===== config.mk =====
export PLATFORM = sky130hd
export DESIGN_NAME = fir_coef_sched_flat
export DESIGN_NICKNAME = d
export VERILOG_FILES = /design/src/rtl/fir_pkg.sv /design/src/rtl/fir_coef_sched_if.sv /design/src/rtl/fir_coef_bank.sv /design/src/rtl/fir_coef_sched.sv /design/src/flat_wrapper.sv
export SDC_FILE = /design/constraint.sdc
export NUM_CORES = 1
export LEC_CHECK = 0
export BUFFER_PORTS_ARGS = -buffer_cell sky130_fd_sc_hd__buf_2
export CAP_MARGIN = 10
export CORE_UTILIZATION = 44
export DETAILED_ROUTE_END_ITERATION = 7
export GPL_TIMING_DRIVEN = 0
export PLACE_DENSITY_LB_ADDON = 0.25
export SLEW_MARGIN = 20
export SYNTH_ARGS = -nofsm -noshare
export SYNTH_HDL_FRONTEND = slang
export SYNTH_SLANG_ARGS = --single-unit

===== constraint.sdc =====
create_clock -name clk -period 4.5 [get_ports clk]
set_input_delay 0.45 -clock clk [delete_from_list [all_inputs] [get_ports clk]]
set_output_delay 0.45 -clock clk [all_outputs]
set_load 0.05 [all_outputs]

===== src/rtl/fir_pkg.sv =====
// Shared definitions for the FIR coefficient scheduler.
// Contents: datapath/coefficient constants, FSM state encoding, the
// coefficient bank type and a phase-advance helper.
package fir_pkg;

  localparam int C_IN  = 5;               // coefficient width (signed)
  localparam int N_PAR = 6;               // samples per block
  localparam int N_TAP = 4;               // coefficients per bank
  localparam int A_W   = $clog2(N_TAP);   // cfg_addr width
  localparam int PH_W  = 3;               // phase width

  typedef enum logic [1:0] {
    ST_IDLE  = 2'd0,
    ST_RUN   = 2'd1,
    ST_FLUSH = 2'd2
  } state_t;

  typedef logic signed [C_IN-1:0] coef_bank_t [N_TAP];

  // Phase of the next sample; wraps after the last sample of a block.
  function automatic logic [PH_W-1:0] next_phase(input logic [PH_W-1:0] p);
    return (p == PH_W'(N_PAR - 1)) ? '0 : p + 1'b1;
  endfunction

endpackage


===== src/rtl/fir_coef_sched_if.sv =====
// Coefficient configuration port of the FIR scheduler.
// Signals: cfg_valid/cfg_ready write handshake, cfg_addr tap index,
// cfg_data signed coefficient, cfg_commit swap request, swap_pending status.
// master = configuration source, slave = scheduler.
interface fir_coef_sched_if;

  logic                              cfg_valid;
  logic                              cfg_ready;
  logic [fir_pkg::A_W-1:0]           cfg_addr;
  logic signed [fir_pkg::C_IN-1:0]   cfg_data;
  logic                              cfg_commit;
  logic                              swap_pending;

  modport master (
    output cfg_valid, cfg_addr, cfg_data, cfg_commit,
    input  cfg_ready, swap_pending
  );

  modport slave (
    input  cfg_valid, cfg_addr, cfg_data, cfg_commit,
    output cfg_ready, swap_pending
  );

endinterface


===== src/rtl/fir_coef_bank.sv =====
// Shadow/active coefficient register pair.
// Ports: clk, rstn (sync active-low), wr_valid/wr_addr/wr_data shadow write,
// commit (request swap), swap_en (swap allowed this edge),
// swap_pending (commit accepted, swap outstanding), active (live bank).
module fir_coef_bank
  import fir_pkg::*;
(
  input  logic                   clk,
  input  logic                   rstn,
  input  logic                   wr_valid,
  input  logic [A_W-1:0]         wr_addr,
  input  logic signed [C_IN-1:0] wr_data,
  input  logic                   commit,
  input  logic                   swap_en,
  output logic                   swap_pending,
  output coef_bank_t             active
);

  coef_bank_t shadow_reg;
  coef_bank_t active_reg;
  logic       pending_reg;
  logic       wr_fire;
  logic       swap_fire;

  // Shadow is frozen while a swap is outstanding, so the bank that gets
  // swapped is exactly the one that was committed.
  assign wr_fire   = wr_valid && !pending_reg;
  assign swap_fire = pending_reg && swap_en;

  genvar gi;
  generate
    for (gi = 0; gi < N_TAP; gi++) begin : g_tap
      always_ff @(posedge clk) begin
        if (!rstn) begin
          shadow_reg[gi] <= '0;
        end else if (wr_fire && (wr_addr == A_W'(gi))) begin
          shadow_reg[gi] <= wr_data;
        end
      end

      always_ff @(posedge clk) begin
        if (!rstn) begin
          active_reg[gi] <= '0;
        end else if (swap_fire) begin
          active_reg[gi] <= shadow_reg[gi];
        end
      end

      assign active[gi] = active_reg[gi];
    end
  endgenerate

  // A commit seen while already pending (including on the swap edge) is dropped.
  always_ff @(posedge clk) begin
    if (!rstn) begin
      pending_reg <= 1'b0;
    end else if (swap_fire) begin
      pending_reg <= 1'b0;
    end else if (commit) begin
      pending_reg <= 1'b1;
    end
  end

  assign swap_pending = pending_reg;

endmodule


===== src/rtl/fir_coef_sched.sv =====
// Block scheduler and coefficient controller for the 6-parallel 4-tap FIR.
// Ports: clk, rstn (sync active-low), en (run enable), x_valid (sample in),
// cfg (configuration interface, slave side), c_0..c_3 (live coefficients),
// phase (next sample slot), blk_strobe (block captured), y_valid (block
// output meaningful), state (IDLE/RUN/FLUSH).
module fir_coef_sched
  import fir_pkg::*;
#(
  parameter int FLUSH_BLK = 1
) (
  input  logic                   clk,
  input  logic                   rstn,
  input  logic                   en,
  input  logic                   x_valid,
  fir_coef_sched_if.slave        cfg,
  output logic signed [C_IN-1:0] c_0,
  output logic signed [C_IN-1:0] c_1,
  output logic signed [C_IN-1:0] c_2,
  output logic signed [C_IN-1:0] c_3,
  output logic [PH_W-1:0]        phase,
  output logic                   blk_strobe,
  output logic                   y_valid,
  output logic [1:0]             state
);

  localparam int FC_W = (FLUSH_BLK < 1) ? 1 : $clog2(FLUSH_BLK + 1);

  state_t            state_reg;
  logic [PH_W-1:0]   phase_reg;
  logic [FC_W-1:0]   flush_cnt_reg;
  logic              blk_strobe_reg;
  logic              y_valid_reg;

  logic              wrap;
  logic              swap_en;
  logic              swap_fire;
  logic              pending;
  coef_bank_t        active;

  // A wrap needs en: dropping en discards the block even on its last sample.
  assign wrap      = (state_reg != ST_IDLE) && en && x_valid &&
                     (phase_reg == PH_W'(N_PAR - 1));
  assign swap_en   = (state_reg == ST_IDLE) || wrap;
  assign swap_fire = pending && swap_en;

  fir_coef_bank u_bank (
    .clk          (clk),
    .rstn         (rstn),
    .wr_valid     (cfg.cfg_valid),
    .wr_addr      (cfg.cfg_addr),
    .wr_data      (cfg.cfg_data),
    .commit       (cfg.cfg_commit),
    .swap_en      (swap_en),
    .swap_pending (pending),
    .active       (active)
  );

  always_ff @(posedge clk) begin
    if (!rstn) begin
      state_reg      <= ST_IDLE;
      phase_reg      <= '0;
      flush_cnt_reg  <= '0;
      blk_strobe_reg <= 1'b0;
      y_valid_reg    <= 1'b0;
    end else begin
      blk_strobe_reg <= wrap;
      // Only a RUN block that is not the swap block carries fresh history.
      y_valid_reg    <= wrap && (state_reg == ST_RUN) && !swap_fire;

      case (state_reg)
        ST_IDLE: begin
          phase_reg <= '0;
          if (en) begin
            state_reg     <= ST_FLUSH;
            flush_cnt_reg <= FC_W'(FLUSH_BLK);
          end
        end
        default: begin
          if (!en) begin
            state_reg <= ST_IDLE;
            phase_reg <= '0;
          end else begin
            if (x_valid) begin
              phase_reg <= next_phase(phase_reg);
            end
            if (swap_fire) begin
              state_reg     <= ST_FLUSH;
              flush_cnt_reg <= FC_W'(FLUSH_BLK);
            end else if (wrap && (state_reg == ST_FLUSH)) begin
              // A count of 0 or 1 means this wrap ends the flush.
              if (flush_cnt_reg <= FC_W'(1)) begin
                state_reg <= ST_RUN;
              end
              flush_cnt_reg <= (flush_cnt_reg == '0) ? '0 : flush_cnt_reg - FC_W'(1);
            end
          end
        end
      endcase
    end
  end

  assign cfg.swap_pending = pending;
  assign cfg.cfg_ready    = !pending;

  assign c_0        = active[0];
  assign c_1        = active[1];
  assign c_2        = active[2];
  assign c_3        = active[3];
  assign phase      = phase_reg;
  assign blk_strobe = blk_strobe_reg;
  assign y_valid    = y_valid_reg;
  assign state      = state_reg;

endmodule


===== src/flat_wrapper.sv =====
// flat-port wrapper written by rule: the top's interface ports become plain ports
module fir_coef_sched_flat import fir_pkg::*;
#(
  parameter int FLUSH_BLK = 1
)
  (clk, rstn, en, x_valid, c_0, c_1, c_2, c_3, phase, blk_strobe, y_valid, state, cfg_cfg_valid, cfg_cfg_addr, cfg_cfg_data, cfg_cfg_commit, cfg_cfg_ready, cfg_swap_pending);
  fir_coef_sched_if cfg_i ();
  input  logic clk;
  input  logic rstn;
  input  logic en;
  input  logic x_valid;
  output logic signed [C_IN-1:0] c_0;
  output logic signed [C_IN-1:0] c_1;
  output logic signed [C_IN-1:0] c_2;
  output logic signed [C_IN-1:0] c_3;
  output logic [PH_W-1:0] phase;
  output logic blk_strobe;
  output logic y_valid;
  output logic [1:0] state;
  input wire logic [$bits(cfg_i.cfg_valid)-1:0] cfg_cfg_valid;
  input wire logic [$bits(cfg_i.cfg_addr)-1:0] cfg_cfg_addr;
  input wire logic [$bits(cfg_i.cfg_data)-1:0] cfg_cfg_data;
  input wire logic [$bits(cfg_i.cfg_commit)-1:0] cfg_cfg_commit;
  output wire logic [$bits(cfg_i.cfg_ready)-1:0] cfg_cfg_ready;
  output wire logic [$bits(cfg_i.swap_pending)-1:0] cfg_swap_pending;
  assign cfg_i.cfg_valid = cfg_cfg_valid;
  assign cfg_i.cfg_addr = cfg_cfg_addr;
  assign cfg_i.cfg_data = cfg_cfg_data;
  assign cfg_i.cfg_commit = cfg_cfg_commit;
  assign cfg_cfg_ready = cfg_i.cfg_ready;
  assign cfg_swap_pending = cfg_i.swap_pending;
  fir_coef_sched #(.FLUSH_BLK(FLUSH_BLK)) u_core (.clk(clk), .rstn(rstn), .en(en), .x_valid(x_valid), .cfg(cfg_i), .c_0(c_0), .c_1(c_1), .c_2(c_2), .c_3(c_3), .phase(phase), .blk_strobe(blk_strobe), .y_valid(y_valid), .state(state));
endmodule

Yosys cells after proc, flatten, opt, wreduce, memory -nomap -nowiden

Memory sizes are Yosys's and may differ from the RTL's.
Cells that the tools add are included.

Memories kept: 2
Bits in latches: 0
ROM bits: 0
Memory bits (writable): 40
Word-level logic and storage cells: 90
Flip-flop bits (word level): 9
Output and inout port bits: 29
Bits of input ports: 13

Memories:

| name                     | words | width | read ports | clocked after Yosys merged registers in | write ports | RTL line            | RTL |
|---|---|---|---|---|---|---|---|
| u_core.u_bank.active_reg | 4     | 5     | 4          | 0                                       | 4           | fir_coef_bank.sv:20 | `coef_bank_t active_reg;` |
| u_core.u_bank.shadow_reg | 4     | 5     | 4          | 0                                       | 4           | fir_coef_bank.sv:19 | `coef_bank_t shadow_reg;` |

Multiply operators: 0
Equality and inequality tests: 9
Divide/modulo/power cells: 0
$lt $le $gt $ge: 1
Add/subtract/negate cells: 2
Bitwise gates (word level): 10
Multiplexer cells: 37
Shift operators: 0
Reduce and logical (&&, ||, !) cells: 23

Operator list:

| cell                  | number |
|---|---|
| $mux W5               | 8 |
| $mux W1               | 22 |
| $logic_and A1 B1 Y1   | 12 |
| $mux W2               | 6 |
| $ne A4 B1 Y1 const B  | 2 |
| $or A1 B1 Y1          | 8 |
| $eq A2 B2 Y1 const B  | 3 |
| $eq A2 B1 Y1 const B  | 2 |
| $logic_not A2 Y1      | 2 |
| $add A3 B1 Y3 const B | 1 |
| $eq A3 B3 Y1 const B  | 1 |
| $mux W3               | 1 |
| $reduce_and A3 Y1     | 1 |
| $reduce_bool A3 Y1    | 1 |
| $reduce_or A3 Y1      | 1 |
| $logic_not A1 Y1      | 2 |
| $ne A2 B2 Y1 const B  | 1 |
| $not A1 Y1            | 2 |
| $reduce_and A2 Y1     | 1 |
| $reduce_bool A2 Y1    | 1 |
| $reduce_or A2 Y1      | 1 |
| $le A1 B1 Y1 const B  | 1 |
| $logic_or A1 B1 Y1    | 1 |
| $sub A1 B1 Y1 const B | 1 |

Longest topological paths before layout

Depth after elaboration: 10
Gate-level depth with buffers: 5
Depth with buffers taken out: 3

Hierarchy

Synthesis repeated with hierarchy kept, for this count alone.

Cell total of the unflattened synthesis: 134
Area, all modules: 1,841.8 µm²

Modules (own cells, without submodules):

| module         | area each (µm²) | seq. area each (µm²) | times used | cells an instance |
|---|---|---|---|---|
| fir_coef_bank  | 1,537.7         | 1,221.2              | 1          | 102 |
| fir_coef_sched | 304.0           | 140.1                | 1          | 32 |

Least setup slack after synthesis

No wires, ideal clock.

Kind: register to register
Start: register u_core.phase_reg[0] (netlist: u_core.phase[0])
End: memory u_core.u_bank.active_reg[0][0] (netlist bit), enable pin
Arrival time: 1.780 ns
Path buffers: 2
Period minus slack after synthesis: 2.156 ns
Required time: 4.124 ns
Cell stages (with the launch flop): 6
Library setup time: 0.376 ns
Path slack: 2.344 ns
Path through: dfxtp_1 -> and4b_1 -> buf_6 -> a21o_4 -> buf_6 -> a21o_1

RTL lines:

| item                   | RTL line             | RTL |
|---|---|---|
| from (decl)            | fir_coef_sched.sv:29 | `logic [PH_W-1:0] phase_reg;` |
| from (signal assigned) | fir_coef_sched.sv:84 | `phase_reg <= next_phase(phase_reg);` |
| to (decl)              | fir_coef_bank.sv:20  |  |

==> run metrics <==
status=finished clean; Post-CTS Hold Fix Bufs=0; Final TNS setup=0 ns; maximum clock insertion buffer count=2; main area contributors after synthesis=edfxtp_1, dfxtp_1, and2_1; post-synthesis register bit count=48; Seq/Total Area, Yosys=0.703; Die Span Y=68.3 um; area growth from synthesis to layout=18.1%; I/O pins=42; Slew Limit Fails=0; CP peak stage delay=0.65 ns; synthesized area=1940 sq um; Post-Synthesis Cells=136; total nets after synthesis=149; Num CTS Buffers=5; CP Cell Sequence=and4b_1, buf_6, a21o_4, buf_6, a21o_1; Tcrit/Tclk final=0.459; Num Clock Sinks=48; register area=1360 sq um; Final setup viols=0; Hold Path Stages=3; Max H-tree Level=2; total gr overflow=0; post-route cell area=2290 sq um; post-DP HPWL=2510 um; post-route setup slack=around 2.4 ns; Max stage delay cell, worst path=a21o_1; CTS root buf=clkbuf_8; vias in the first global route=1101; Antenna Nets Post-Route=0; core area=slightly above 4000 sq um; PD cells=378 nW/um^2; Setup Skew=0.00904 ns; total placed cells including tap cells=between 200 and 250; RSZ-0062 raised after global routing=false; post-route insts no fill=roughly 240; Die X=68.3 um; syn_area_per_cell=14.2 sq um; CP Launch Type=flip-flop; critical path class=flip-flop to flip-flop; Yosys top cell area share=0.621; minimum clock period after layout=roughly 2.1 ns; first-pass GRT wire length=5320 um; Worst EP arrival=1.99 ns; Worst R2R Path Depth=5; FP Rows=23; share of post-route cells with drive strength above 1=0.303; drt wl/cell=14.5 um; Crit. End Element=flip-flop; Post-synth top flop=edfxtp_1; Post-synth EDFFs=40; most numerous cell in the Yosys netlist=edfxtp_1; Fmax=0.484 GHz; clk slew on worst S/H paths=around 0.080 ns; Pleak=about 1.0 nW; HP Class=input port to flip-flop; initial antenna violation count=0; Synth cell types=28; gr usage total=0.164; pin count of the biggest net entering global routing=21; fillcell total=362; Final Wtd Congestion=around 0.78; Final Hold Fails=0; Crit path depth=5; I/O Buffers=41; CP delay by family, top=compound AO/OA/AOI/OAI gates; starting density of the core=0.470; total power=864 uW; final wirelength=3400 um; relative slew slack=0.465; Skew-Pair Late Insertion Delay=0.30 ns; PostCTS Resize Cnt=0; Multi-input gate area=between 500 and 600 sq um; Crit Path Max Fanout=20; Req. time, crit path=4.43 ns; synth cell count leaders=edfxtp_1, and2_1, and3_1; synthesis warning total=0; die area=4670 sq um; worst slew pin tran=around 0.80 ns; CP dominant cell by count=buf_6; WHS=0.466 ns; area leader, netlist=edfxtp_1; CP bufs+invs=2; Synth async-reset ratio=0; Diodes inserted=0; Post-DP Area=2200 sq um; router iterations before antenna repair=4; TritonCTS clock tree=yes; Setup Fix Bufs, Post-CTS=0; final core occ=0.555; 1st-iter DRT viols=104; Setup WS pre-CTS=2.27 ns; Final #Nets=just under 200; max-cap violation count=0; Post-route DRC=0; Vias/cell=a little over 5; Via Count=1191; VDD IR max=~0.0002 V
logic make-up after synthesis:
family | Yosys count | share of synthesized area
DFF | 48 | 0.703
muxes | 1 | 0.00517
and+or+nand+nor | 65 | 0.201
AOI/OAI and AO/OA | 12 | 0.0549
buffers and inverters | 9 | 0.0310
xor gates and xnor gates | 1 | 0.00453
final cells by class:
class	count	area share
clock inverters	3	0.00602
well taps	50	0.0274
repair buffers	41	0.0898
multi-input cells	79	0.225
flip-flops and latches	48	0.596
clock buffers	5	0.0301
inverters	3	0.00493
plain buffers	6	0.0213
final timing paths:
check                                                 endpoint             from  slack (ns)
worst max-delay path            u_core.u_bank.active_reg[2][1]  u_core.phase[0]        2.43
worst min-delay path                           u_core.phase[0]          x_valid        0.47
worst max register to register  u_core.u_bank.active_reg[2][1]  u_core.phase[0]        2.43
worst min register to register                 u_core.phase[2]  u_core.phase[2]        0.51
worst min-delay path, delay by kind of cell:
| kind | cells | cell delay (ns) |
|---|---|---|
| simple gates | 1 | 0.07 |
| buf+inv | 1 | 0.12 |
| xor+xnor | 1 | 0.08 |
per-layer routing:
metal / GRT usage / wire length (um) / vias up
li1: - / - / 591
met1: 0.208 / 1420 / 546
met2: 0.261 / 1710 / 48
met3: 0.0533 / 198 / 6
met4: 0.0599 / 70 / 0
met5: 0 / 0 / -
cell usage in the layout (no fill, tap or decap), types with 2 or more instances in the layout:
master / synthesis / routed
inv_1: 3 / 3
nand2b_1: 2 / 2
o31ai_1: 2 / 2
edfxtp_1: 40 / 40
clkbuf_1: 2 / 2
and3_1: 19 / 19
dfxtp_1: 8 / 8
clkinv_2: 0 / 2
and2_1: 20 / 20
buf_6: 3 / 3
nor2_1: 7 / 7
buf_2: 0 / 41
nor4_1: 5 / 5
clkbuf_8: 0 / 5
o21ai_0: 2 / 2
a21oi_1: 3 / 3
nand2_1: 6 / 6
power breakdown:
part	total, mW	switching, mW	internal, mW
clock	0.241	0.135	0.106
sequential	0.512	0.00668	0.505
combinational	0.111	0.0863	0.0250
total	0.864	0.228	0.636
No activity file was read; power rests on OpenSTA's default activity.
